--- src/rtl/tlb_maint_ctrl_pkg.sv ---
// tlb_maint_ctrl_pkg: TLB geometry, tag layout, maintenance FSM states and the flush VPN compare
package tlb_maint_ctrl_pkg;
    localparam int TLB_ENTRIES = 16;
    localparam int ASID_WIDTH = 16;
    localparam int VA_SIZE = 39;
    localparam int VPN_W = 27;
    localparam int IDX_W = $clog2(TLB_ENTRIES);
    typedef struct packed {
        logic [ASID_WIDTH-1:0] asid;
        logic [8:0] vpn2;
        logic [8:0] vpn1;
        logic [8:0] vpn0;
        logic is_2M;
        logic is_1G;
        logic valid;
    } tag_t;
    typedef enum logic [1:0] {IDLE, WALK, DONE} state_e;
    // Superpages ignore the VPN levels their page offset swallows
    function automatic logic vpn_match(tag_t t, logic [VPN_W-1:0] vpn);
        return t.vpn2 == vpn[26:18] && (t.is_1G || t.vpn1 == vpn[17:9]) &&
               (t.is_1G || t.is_2M || t.vpn0 == vpn[8:0]);
    endfunction
endpackage

--- src/rtl/tlb_maint_ctrl_if.sv ---
// tlb_maint_ctrl_if: fill/flush handshakes, CAM hit vector and exported tag array
interface tlb_maint_ctrl_if;
    import tlb_maint_ctrl_pkg::*;
    logic fill_valid_i;
    logic fill_ready_o;
    logic [ASID_WIDTH-1:0] fill_asid_i;
    logic [VPN_W-1:0] fill_vpn_i;
    logic fill_is_2M_i;
    logic fill_is_1G_i;
    logic flush_valid_i;
    logic flush_ready_o;
    logic flush_asid_en_i;
    logic flush_vaddr_en_i;
    logic [ASID_WIDTH-1:0] flush_asid_i;
    logic [VA_SIZE-1:0] flush_vaddr_i;
    logic flush_done_o;
    logic [TLB_ENTRIES-1:0] lookup_hit_i;
    tag_t [TLB_ENTRIES-1:0] tags_o;
    logic [IDX_W-1:0] victim_o;
    logic busy_o;
    modport master (
        output fill_valid_i, fill_asid_i, fill_vpn_i, fill_is_2M_i, fill_is_1G_i,
        output flush_valid_i, flush_asid_en_i, flush_vaddr_en_i, flush_asid_i, flush_vaddr_i,
        output lookup_hit_i,
        input fill_ready_o, flush_ready_o, flush_done_o, tags_o, victim_o, busy_o
    );
    modport slave (
        input fill_valid_i, fill_asid_i, fill_vpn_i, fill_is_2M_i, fill_is_1G_i,
        input flush_valid_i, flush_asid_en_i, flush_vaddr_en_i, flush_asid_i, flush_vaddr_i,
        input lookup_hit_i,
        output fill_ready_o, flush_ready_o, flush_done_o, tags_o, victim_o, busy_o
    );
endinterface

--- src/rtl/tlb_maint_ctrl_plru.sv ---
// tlb_plru_tree: tree pseudo-LRU; hits then fills point each node on the path away from the touched entry
module tlb_plru_tree #(
    parameter int N = 16
) (
    input  logic clk_i,
    input  logic rst_ni,
    input  logic [N-1:0] hit,
    input  logic fill_en,
    input  logic [$clog2(N)-1:0] fill_idx,
    output logic [$clog2(N)-1:0] victim
);
    localparam int L = $clog2(N);
    logic [N-2:0] tree, tree_nxt;
    logic [L-1:0] hit_idx;
    always_comb begin
        hit_idx = '0;
        for (int i = N - 1; i >= 0; i--) hit_idx = hit[i] ? L'(i) : hit_idx;
    end
    // Heap layout: node n has children 2n+1 (lower half) and 2n+2 (upper half)
    always_comb begin
        tree_nxt = tree;
        for (int d = 0; d < L; d++) begin
            if (|hit) tree_nxt[(1 << d) - 1 + (int'(hit_idx) >> (L - d))] = !hit_idx[L-1-d];
            if (fill_en) tree_nxt[(1 << d) - 1 + (int'(fill_idx) >> (L - d))] = !fill_idx[L-1-d];
        end
    end
    always_comb begin : descend
        int n;
        n = 0;
        victim = '0;
        for (int d = 0; d < L; d++) begin
            victim = L'({victim, tree[n]});
            n = 2 * n + 1 + int'(tree[n]);
        end
    end
    always_ff @(posedge clk_i or negedge rst_ni)
        if (!rst_ni) tree <= '0;
        else tree <= tree_nxt;
    assert property (@(posedge clk_i) disable iff (!rst_ni) $onehot0(hit));
endmodule

--- src/rtl/tlb_maint_ctrl.sv ---
// tlb_maint_ctrl: owns TLB tags; sequences fills, PLRU replacement and sfence.vma walks
module tlb_maint_ctrl
    import tlb_maint_ctrl_pkg::*;
(
    input logic clk_i,
    input logic rst_ni,
    tlb_maint_ctrl_if.slave bus
);
    tag_t [TLB_ENTRIES-1:0] tags;
    state_e state;
    logic [IDX_W-1:0] cnt, victim, plru_victim;
    logic f_asid_en, f_vaddr_en;
    logic [ASID_WIDTH-1:0] f_asid;
    logic [VPN_W-1:0] f_vpn;
    logic fill_acc, flush_acc, kill, unused_ok;
    assign bus.flush_ready_o = rst_ni && state == IDLE;
    assign bus.fill_ready_o = bus.flush_ready_o && !bus.flush_valid_i;
    assign fill_acc = bus.fill_valid_i && bus.fill_ready_o;
    assign flush_acc = bus.flush_valid_i && bus.flush_ready_o;
    assign bus.flush_done_o = state == DONE;
    assign bus.busy_o = state != IDLE;
    assign bus.tags_o = tags;
    assign bus.victim_o = victim;
    assign unused_ok = ^bus.flush_vaddr_i[11:0];
    assign kill = tags[cnt].valid && (!f_asid_en || tags[cnt].asid == f_asid) &&
                  (!f_vaddr_en || vpn_match(tags[cnt], f_vpn));
    always_comb begin
        victim = plru_victim;
        for (int i = TLB_ENTRIES - 1; i >= 0; i--) victim = tags[i].valid ? victim : IDX_W'(i);
    end
    tlb_plru_tree #(.N(TLB_ENTRIES)) u_plru (
        .clk_i(clk_i),
        .rst_ni(rst_ni),
        .hit(bus.lookup_hit_i),
        .fill_en(fill_acc),
        .fill_idx(victim),
        .victim(plru_victim)
    );
    always_ff @(posedge clk_i or negedge rst_ni)
        if (!rst_ni) begin
            state <= IDLE;
            cnt <= '0;
            tags <= '0;
            f_asid_en <= 1'b0;
            f_vaddr_en <= 1'b0;
            f_asid <= '0;
            f_vpn <= '0;
        end else begin
            if (fill_acc) tags[victim] <= '{asid: bus.fill_asid_i, vpn2: bus.fill_vpn_i[26:18],
                                           vpn1: bus.fill_vpn_i[17:9], vpn0: bus.fill_vpn_i[8:0],
                                           is_2M: bus.fill_is_2M_i && !bus.fill_is_1G_i,
                                           is_1G: bus.fill_is_1G_i, valid: 1'b1};
            case (state)
                IDLE: if (flush_acc) begin
                    state <= WALK;
                    cnt <= '0;
                    f_asid_en <= bus.flush_asid_en_i;
                    f_vaddr_en <= bus.flush_vaddr_en_i;
                    f_asid <= bus.flush_asid_i;
                    f_vpn <= bus.flush_vaddr_i[VA_SIZE-1:12];
                end
                WALK: begin
                    if (kill) tags[cnt].valid <= 1'b0;
                    cnt <= cnt + IDX_W'(1);
                    state <= cnt == IDX_W'(TLB_ENTRIES - 1) ? DONE : WALK;
                end
                default: state <= IDLE;
            endcase
        end
endmodule

--- src/flat_wrapper.sv ---
// flat-port wrapper written by rule: the top's interface ports become plain ports
module tlb_maint_ctrl_flat import tlb_maint_ctrl_pkg::*;
  (clk_i, rst_ni, bus_fill_valid_i, bus_fill_asid_i, bus_fill_vpn_i, bus_fill_is_2M_i, bus_fill_is_1G_i, bus_flush_valid_i, bus_flush_asid_en_i, bus_flush_vaddr_en_i, bus_flush_asid_i, bus_flush_vaddr_i, bus_lookup_hit_i, bus_fill_ready_o, bus_flush_ready_o, bus_flush_done_o, bus_tags_o, bus_victim_o, bus_busy_o);
  tlb_maint_ctrl_if bus_i ();
  input logic clk_i;
  input logic rst_ni;
  input wire logic [$bits(bus_i.fill_valid_i)-1:0] bus_fill_valid_i;
  input wire logic [$bits(bus_i.fill_asid_i)-1:0] bus_fill_asid_i;
  input wire logic [$bits(bus_i.fill_vpn_i)-1:0] bus_fill_vpn_i;
  input wire logic [$bits(bus_i.fill_is_2M_i)-1:0] bus_fill_is_2M_i;
  input wire logic [$bits(bus_i.fill_is_1G_i)-1:0] bus_fill_is_1G_i;
  input wire logic [$bits(bus_i.flush_valid_i)-1:0] bus_flush_valid_i;
  input wire logic [$bits(bus_i.flush_asid_en_i)-1:0] bus_flush_asid_en_i;
  input wire logic [$bits(bus_i.flush_vaddr_en_i)-1:0] bus_flush_vaddr_en_i;
  input wire logic [$bits(bus_i.flush_asid_i)-1:0] bus_flush_asid_i;
  input wire logic [$bits(bus_i.flush_vaddr_i)-1:0] bus_flush_vaddr_i;
  input wire logic [$bits(bus_i.lookup_hit_i)-1:0] bus_lookup_hit_i;
  output wire logic [$bits(bus_i.fill_ready_o)-1:0] bus_fill_ready_o;
  output wire logic [$bits(bus_i.flush_ready_o)-1:0] bus_flush_ready_o;
  output wire logic [$bits(bus_i.flush_done_o)-1:0] bus_flush_done_o;
  output wire logic [$bits(bus_i.tags_o)-1:0] bus_tags_o;
  output wire logic [$bits(bus_i.victim_o)-1:0] bus_victim_o;
  output wire logic [$bits(bus_i.busy_o)-1:0] bus_busy_o;
  assign bus_i.fill_valid_i = bus_fill_valid_i;
  assign bus_i.fill_asid_i = bus_fill_asid_i;
  assign bus_i.fill_vpn_i = bus_fill_vpn_i;
  assign bus_i.fill_is_2M_i = bus_fill_is_2M_i;
  assign bus_i.fill_is_1G_i = bus_fill_is_1G_i;
  assign bus_i.flush_valid_i = bus_flush_valid_i;
  assign bus_i.flush_asid_en_i = bus_flush_asid_en_i;
  assign bus_i.flush_vaddr_en_i = bus_flush_vaddr_en_i;
  assign bus_i.flush_asid_i = bus_flush_asid_i;
  assign bus_i.flush_vaddr_i = bus_flush_vaddr_i;
  assign bus_i.lookup_hit_i = bus_lookup_hit_i;
  assign bus_fill_ready_o = bus_i.fill_ready_o;
  assign bus_flush_ready_o = bus_i.flush_ready_o;
  assign bus_flush_done_o = bus_i.flush_done_o;
  assign bus_tags_o = bus_i.tags_o;
  assign bus_victim_o = bus_i.victim_o;
  assign bus_busy_o = bus_i.busy_o;
  tlb_maint_ctrl u_core (.clk_i(clk_i), .rst_ni(rst_ni), .bus(bus_i));
endmodule
--- config.mk ---
export PLATFORM = sky130hd
export DESIGN_NAME = tlb_maint_ctrl_flat
export DESIGN_NICKNAME = d
export VERILOG_FILES = /design/src/rtl/tlb_maint_ctrl_pkg.sv /design/src/rtl/tlb_maint_ctrl_if.sv /design/src/rtl/tlb_maint_ctrl_plru.sv /design/src/rtl/tlb_maint_ctrl.sv /design/src/flat_wrapper.sv
export SDC_FILE = /design/constraint.sdc
export NUM_CORES = 1
export LEC_CHECK = 0
export CAP_MARGIN = 20
export CORE_AREA = 4 4 340 342
export CTS_CLUSTER_DIAMETER = 100
export CTS_CLUSTER_SIZE = 16
export DETAILED_ROUTE_END_ITERATION = 12
export DIE_AREA = 0 0 344 346
export HOLD_SLACK_MARGIN = 0.02
export PLACE_DENSITY = 0.69
export SLEW_MARGIN = 5
export SYNTH_ARGS = -nofsm -noshare
export SYNTH_HDL_FRONTEND = slang
export SYNTH_SLANG_ARGS = --single-unit
--- constraint.sdc ---
create_clock -name clk_i -period 3.8 [get_ports clk_i]
set_input_delay 0.38 -clock clk_i [delete_from_list [all_inputs] [get_ports clk_i]]
set_output_delay 0.38 -clock clk_i [all_outputs]
set_load 0.01 [all_outputs]
==> results by group, run 1 <==
STA
  • Fmax: 270.4 MHz
  • Worst clock skew: 27.88 ps
  • Final WS setup: 102.4 ps
  • Relative max-transition margin: 0.3348
  • Number of failing hold endpoints at the final stage: 0
  • Final critical delay including setup and external delays: 3698 ps
  • Hold slack final: 164.7 ps
  • Unrepaired setup endpoints after global routing: true
  • Worst-Margin Slew: 994.7 ps
  • Ratio of final minimum period to clock period: 0.9730
  • Count of final max-slew check failures: 0
  • Final setup fails: 0

Die
  • Initial Utilization: 0.3404
  • I/O pin total: 866
  • Chip Width: 344 µm
  • Row cnt: 123
  • Area of the placeable core: 112300 µm²
  • Die height: 346 µm
  • Die Footprint: 119000 µm²

Yosys
  • Post-synthesis instance total: 2692
  • Fraction of synthesized area in multiplexers: 0.3414
  • Top flip-flop cell by instance count after synthesis: sky130_fd_sc_hd__dfrtp_1
  • Yosys Warn Count: 0
  • Count of flip-flops with a built-in enable after synthesis: 0
  • Largest family of logic cells by synthesized area: multiplexers
  • Async set or reset register ratio after synthesis: 1.000
  • Sequential fraction of the synthesis area: 0.5248
  • Post-synthesis compound-gate area fraction: 0.03782
  • Mapped Nets: 2831
  • Cell area after technology mapping: 38240 µm²
  • Flops & latches, synth: 802
  • Xor and xnor fraction of the mapped netlist area: 0.01534
  • Commonest cells in the netlist: 802 x sky130_fd_sc_hd__dfrtp_1, 736 x sky130_fd_sc_hd__mux2_2, 216 x sky130_fd_sc_hd__nand2_1, 139 x sky130_fd_sc_hd__mux2i_1, 130 x sky130_fd_sc_hd__clkbuf_1
  • Adder and majority cell fraction of the synthesized area: 0.005562
  • Synthesized area per cell: 14.21 µm²
  • Area share of and/or/nand/nor cells after synthesis: 0.04161
  • Synth top area cells: sky130_fd_sc_hd__dfrtp_1 52%, sky130_fd_sc_hd__mux2_2 22%, sky130_fd_sc_hd__mux4_2 5.9%, sky130_fd_sc_hd__mux2i_1 3.6%, sky130_fd_sc_hd__mux4_1 2.8%
  • Distinct cell type count after synthesis: 75
  • Cell taking the most area after synthesis: sky130_fd_sc_hd__dfrtp_1
  • Top cell type's share of synthesized area: 0.5248
  • Cell with the most instances after synthesis: sky130_fd_sc_hd__dfrtp_1

Power and ir drop
  • Max VDD drop: 411.6 µV
  • Standby leakage power: 23.32 nW
  • Power density of the placed cells: 540.8 nW/µm²

Global route
  • Vias in the first global route: 28910
  • Initial antenna violation count: 13
  • Total track usage: 0.2549
  • Largest net degree at the start of global routing: 171
  • Remaining global-route overflow: 0
  • First-pass GRT wire length: 219700 µm

Setup path
  • Critical Path Slowest Stage Cell: sky130_fd_sc_hd__dfrtp_1
  • Peak per-stage delay on the critical path: 420 ps
  • Maximum net fanout on the critical path: 13
  • Data required, critical path: 3420 ps
  • Endpoint type of the worst setup path: primary output
  • Critical path type: reg -> out
  • Startpoint class of the critical path: register
  • Series of cell instances along the critical path: buf_4 -> nor2b_2 -> a21oi_1 -> ha_1 -> mux2_2 -> a31oi_1 -> a21boi_2 -> nand4_1 -> o2111a_1 -> buf_6 -> dlygate4sd2_1
  • CP Data Arrival Time: 3320 ps

Clock tree
  • Clock Root Buffer: sky130_fd_sc_hd__clkbuf_16
  • Clock-pin slew on the worst setup and hold paths: 80 ps
  • Number of buffers created by CTS: 59
  • CTS tree: done
  • CTS H-Tree Depth: 2
  • Clock Path Buffers: 3
  • Clock latency at the later pin of the worst-skew pair: 670 ps
  • CTS Sinks: 802

Routing
  • Number of vias per cell after detailed routing: 5.513
  • Initial DRC count: 2091
  • Routed Wire Length: 156800 µm
  • Routed length per placed instance: 30.96 µm
  • Initial DRT Pass Iterations: 6
  • DR vias: 27920
  • Count of nets left with antenna violations after detail routing: 0
  • Post-detailed-route DRC marker count: 0

Cells and area
  • Final standard cell count with taps included and fillers excluded: 5064
  • Ratio of cells with drive above 1 in the final layout: 0.3145
  • Filler cells: 10180
  • Area growth syn-to-layout: 34.09%
  • Non-Filler Cell Area, Final: 51280 µm²
  • Final core area utilization: 0.4565
  • Net count, final: 3682

Run
  • Max-capacitance violation count: 0

Placed design
  • HPWL reported at the end of detailed placement: 112000 µm
  • Number of buffer cells added on primary ports: 853
  • Weighted congestion at the end of routability-driven global placement: 0.8867
  • Inst Count DP: 4967
  • Instance area after placement: 49180 µm²
  • Pre-CTS setup slack: -229.1 ps

Run status
  • Outcome: finished clean

Hold path
  • Path type of the worst min-delay path: in -> async
==> power by group <==
part | switching (mW) | internal, mW | leakage, nW
combinational | 5.95 | 5.18 | 11.5
sequential | 1.01 | 9.51 | 11.0
clock | 3.19 | 2.90 | 0.807
==> metrics by stage <==
stage	total power [mW]	TNS [ps]
2_1_floorplan	16.20	0
3_3_place_gp	21.15	-3106
3_5_place_dp	21.24	-3136
4_1_cts	27.59	0
5_1_grt	28.94	-90.87
6_report	27.73	0
==> repair_timing <==
item	in CTS	in global routing
pin swaps	4	12
setup endpoints to repair	18	18
buffers inserted	8	3
gates cloned	2	3
hold endpoints to repair	27	0
gates resized for setup	17	34
hold buffers	1	0
==> path summary, 6_finish.rpt <==
kind / startpoint / endpoint / slack, ps / cells after the start
max: u_core.u_plru.tree[0] / bus_victim_o[0] / 100 / 11
min: rst_ni / asynchronous set/reset pin / 160 / 2
max reg2reg: u_core.cnt[0] / u_core.bus.tags_o[368] / 130 / 10
min reg2reg: u_core.f_asid[5] / u_core.f_asid[5] / 500 / 2
max in group asynchronous: rst_ni / asynchronous set/reset pin / 1590 / 4
min in group clk_i: bus_flush_vaddr_i[25] / u_core.f_vpn[13] / 230 / 3
==> kinds of logic after synthesis <==
| kind of cell | after synthesis |
|---|---|
| buffers and inverters | 234 |
| DFF | 802 |
| muxes | 1018 |
| xor gates and xnor gates | 67 |
| and+or+nand+nor | 359 |
| AOI/OAI and AO/OA | 195 |
| adders and majority gates | 17 |
==> worst max-delay path: cells and delay by family (launching register included) <==
family / cells / cell delay, ps
compound gates: 4 / 650
buf+inv: 3 / 630
flops: 1 / 420
fa+ha+maj: 1 / 350
mux: 1 / 350
simple gates: 2 / 240
==> metal layers <==
layer	GRT usage	up-vias	part of all wire
li1	-	11590	-
met1	0.3223	14790	0.40
met2	0.4254	1278	0.49
met3	0.05970	258	0.079
met4	0.09495	4	0.039
met5	0	-	0.00022
==> layout make-up <==
class	count	area [µm²]	share of cell area
repair buffers	992	10310	0.2011
multi-input cells	1658	17220	0.3357
flip-flops and latches	802	20090	0.3917
inverters	30	117.6	0.002293
well taps	1500	1877	0.03660
diodes	9	22.52	0.0004392
clock buffers	65	1551	0.03025
clock inverters	8	97.59	0.001903
==> placed cells by master (no fill, tap or decap), drive strengths merged, types with 6 or more instances in the layout <==
cell,Yosys,layout
mux4,143,143
inv,30,31
buf,70,137
mux2i,139,139
xnor2,36,36
nor2b,12,12
xor2,31,31
o21ai,36,36
a22o,12,12
a31oi,10,10
dfrtp,802,802
nand4,13,13
and2,11,11
nor4,8,8
clkbuf,134,67
diode,0,9
o32a,16,16
a22oi,14,14
clkdlybuf4s50,0,851
a221oi,19,19
mux2,736,736
ha,17,17
nor2,38,38
nand2,216,216
nand2b,6,6
o22ai,14,14
a21oi,28,28
a211oi,10,10
nand3,15,15
nor3,21,21
Power figures use the tool's default switching activity.
==> run 2: changes to the inputs <==
--- a/config.mk
+++ b/config.mk
@@ -6,13 +6,13 @@
 export NUM_CORES = 1
 export LEC_CHECK = 0
 export CAP_MARGIN = 20
-export CORE_AREA = 4 4 340 342
+export CORE_AREA = 4 4 334 336
 export CTS_CLUSTER_DIAMETER = 100
 export CTS_CLUSTER_SIZE = 16
 export DETAILED_ROUTE_END_ITERATION = 12
-export DIE_AREA = 0 0 344 346
+export DIE_AREA = 0 0 338 340
 export HOLD_SLACK_MARGIN = 0.02
-export PLACE_DENSITY = 0.69
+export PLACE_DENSITY = 0.71
 export SLEW_MARGIN = 5
 export SYNTH_ARGS = -nofsm -noshare
 export SYNTH_HDL_FRONTEND = slang
==> run 2 against run 1 <==
Compared with the run above:
- total power decreased by 1.8%
- final area decreased by 0.81%
- final cell count is 1.9% lower
- wire length decreased by 1.4%
- clock power shrank 2%
==> results by group, run 2 (synthesis gave the netlist of run 1 again) <==
Cells and area
  • Area growth syn-to-layout: 33.01%
  • Net count, final: 3674
  • Final core area utilization: 0.4686
  • Ratio of cells with drive above 1 in the final layout: 0.3099
  • Non-Filler Cell Area, Final: 50870 µm²
  • Commonest non-fill, non-tap cell in the layout: sky130_fd_sc_hd__clkdlybuf4s50_1
  • Area used by multi-input combinational logic: 17110 µm²
  • Filler cells: 9597
  • Area taken by flip-flops and latches: 20080 µm²
  • Commonest cells after routing, fill and taps aside: 850 x sky130_fd_sc_hd__clkdlybuf4s50_1, 798 x sky130_fd_sc_hd__dfrtp_1, 736 x sky130_fd_sc_hd__mux2_2

Setup path
  • Worst reg2reg startpoint: u_core.cnt[0]
  • Peak per-stage delay on the critical path: 520 ps
  • Critical Path Slowest Stage Cell: sky130_fd_sc_hd__dfrtp_4
  • CP Data Arrival Time: 4260 ps
  • Critical Path Sink: u_core.bus.tags_o[276]
  • Maximum net fanout on the critical path: 13
  • CP Launch Point: u_core.cnt[0]
  • Crit path buf inv count: 3
  • Number of cells on the worst reg-to-reg path: 12
  • Critical path type: reg -> reg
  • Number of stages on the worst setup path: 12
  • Startpoint class of the critical path: register
  • Endpoint of the most critical register-to-register path: u_core.bus.tags_o[276]
  • Most frequent cell on the critical path: sky130_fd_sc_hd__buf_12
  • Delay-heaviest family, CP: compound AO/OA/AOI/OAI gates
  • Endpoint type of the worst setup path: register
  • R2R setup slack: 70 ps
  • Data required, critical path: 4330 ps
  • Series of cell instances along the critical path: buf_12 -> buf_12 -> mux2_2 -> o22ai_1 -> a221oi_1 -> xnor2_1 -> and3_1 -> a31oi_1 -> nor3_2 -> buf_4 -> o311ai_4 -> o32a_2

STA
  • Worst-Margin Slew: 1007 ps
  • Final critical delay including setup and external delays: 3727 ps
  • Final setup fails: 0
  • Ratio of final minimum period to clock period: 0.9809
  • Number of failing hold endpoints at the final stage: 0
  • Relative max-transition margin: 0.3286
  • Count of final max-slew check failures: 0
  • Fmax: 268.3 MHz
  • Worst clock skew: 30.39 ps

Die
  • Chip Width: 338 µm
  • Row cnt: 121
  • Initial Utilization: 0.3523
  • Die Footprint: 114900 µm²
  • Area of the placeable core: 108600 µm²
  • Die height: 340 µm
  • I/O pin total: 866

Global route
  • Initial antenna violation count: 6
  • First-pass GRT wire length: 217400 µm
  • Total track usage: 0.2614
  • Largest net degree at the start of global routing: 160
  • Vias in the first global route: 28640
  • Remaining global-route overflow: 0

Run status
  • Outcome: finished clean

Power and ir drop
  • Power density of the placed cells: 535.6 nW/µm²
  • Standby leakage power: 23.22 nW
  • Max VDD drop: 441.5 µV

Routing
  • Post-detailed-route DRC marker count: 0
  • Initial DRT Pass Iterations: 7
  • Count of nets left with antenna violations after detail routing: 0
  • Number of vias per cell after detailed routing: 5.606
  • Routed Wire Length: 154600 µm
  • Routed length per placed instance: 31.13 µm
  • Initial DRC count: 2153
  • DR vias: 27840

Placed design
  • Instance area after placement: 49080 µm²
  • HPWL reported at the end of detailed placement: 111100 µm
  • Weighted congestion at the end of routability-driven global placement: 0.8722
  • Number of buffer cells added on primary ports: 853

Clock tree
  • CTS H-Tree Depth: 2
  • Number of buffers created by CTS: 58
  • Clock-pin slew on the worst setup and hold paths: 70 ps
  • Clock Root Buffer: sky130_fd_sc_hd__clkbuf_16
  • Clock latency at the later pin of the worst-skew pair: 670 ps
  • CTS Sinks: 802
  • CTS tree: done
  • Clock Path Buffers: 3

Hold path
  • Path type of the worst min-delay path: in -> async

Run
  • Max-capacitance violation count: 0
## run 2: worst reg2reg max path, cell delays in order (launching register included)
cell and delay [ps]:
sky130_fd_sc_hd__dfrtp_4 520, sky130_fd_sc_hd__buf_12 190, sky130_fd_sc_hd__buf_12 190, sky130_fd_sc_hd__mux2_2 380, sky130_fd_sc_hd__o22ai_1 460, sky130_fd_sc_hd__a221oi_1 180
sky130_fd_sc_hd__xnor2_1 370, sky130_fd_sc_hd__and3_1 210, sky130_fd_sc_hd__a31oi_1 100, sky130_fd_sc_hd__nor3_2 210, sky130_fd_sc_hd__buf_4 190, sky130_fd_sc_hd__o311ai_4 180
sky130_fd_sc_hd__o32a_2 420
## run 2: worst min path at each step
stage / depth (start not counted) / end / startpoint / slack, ps
finish: 2 / asynchronous set/reset pin / rst_ni / 180
global route: 2 / asynchronous set/reset pin / rst_ni / 170
CTS: 2 / asynchronous set/reset pin / rst_ni / 140
detailed placement: 1 / asynchronous set/reset pin / rst_ni / 270
global placement: 1 / asynchronous set/reset pin / rst_ni / 270
floorplan: 0 / asynchronous set/reset pin / rst_ni / 80
## run 2: metal layers
metal / part of all wire / global-route usage / up-vias
met5: 0.00013 / 0 / -
met4: 0.042 / 0.09855 / 2
met3: 0.076 / 0.05922 / 255
met2: 0.48 / 0.4341 / 1247
met1: 0.40 / 0.3332 / 14740
li1: - / - / 11590
## run 2: repair_timing
| item | in CTS | in global routing |
|---|---|---|
| endpoints found under the setup margin | 18 | 17 |
| buffers inserted | 1 | 0 |
| cloned | 2 | 0 |
| resized for setup | 13 | 13 |
| endpoints found under the hold margin | 38 | 0 |
| pin swaps | 1 | 1 |
| hold buffers | 1 | 0 |
## run 2: cell type report
type | instances | share of cell area
sequential | 802 | 0.3948
multi-input combinational | 1657 | 0.3364
timing repair buffer | 986 | 0.2003
tap | 1414 | 0.03478
clock buffer | 61 | 0.02937
inverter | 30 | 0.002238
clock inverter | 7 | 0.001648
antenna | 9 | 0.0004427
## run 2: through the flow
step / cells / hold WS, ps / setup TNS [ps] / setup WS, ps / power, mW
finish: 4966 / 178.6 / 0 / 72.75 / 27.24
global route: 4960 / 173.8 / -14.66 / -14.66 / 28.34
CTS: 4956 / 138.1 / 0 / 0.6013 / 27.32
detailed placement: 4884 / 269.4 / -1681 / -128.2 / 21.25
global placement: 4884 / 269.7 / -2232 / -163.9 / 21.14
floorplan: 2692 / 84.41 / 0 / 39.73 / 16.20
## run 2: power breakdown
group	switching [mW]	internal (mW)	leakage, nW
Combinational	5.71	5.01	11.5
Clock	3.17	2.81	0.774
Sequential	1.05	9.51	11.0
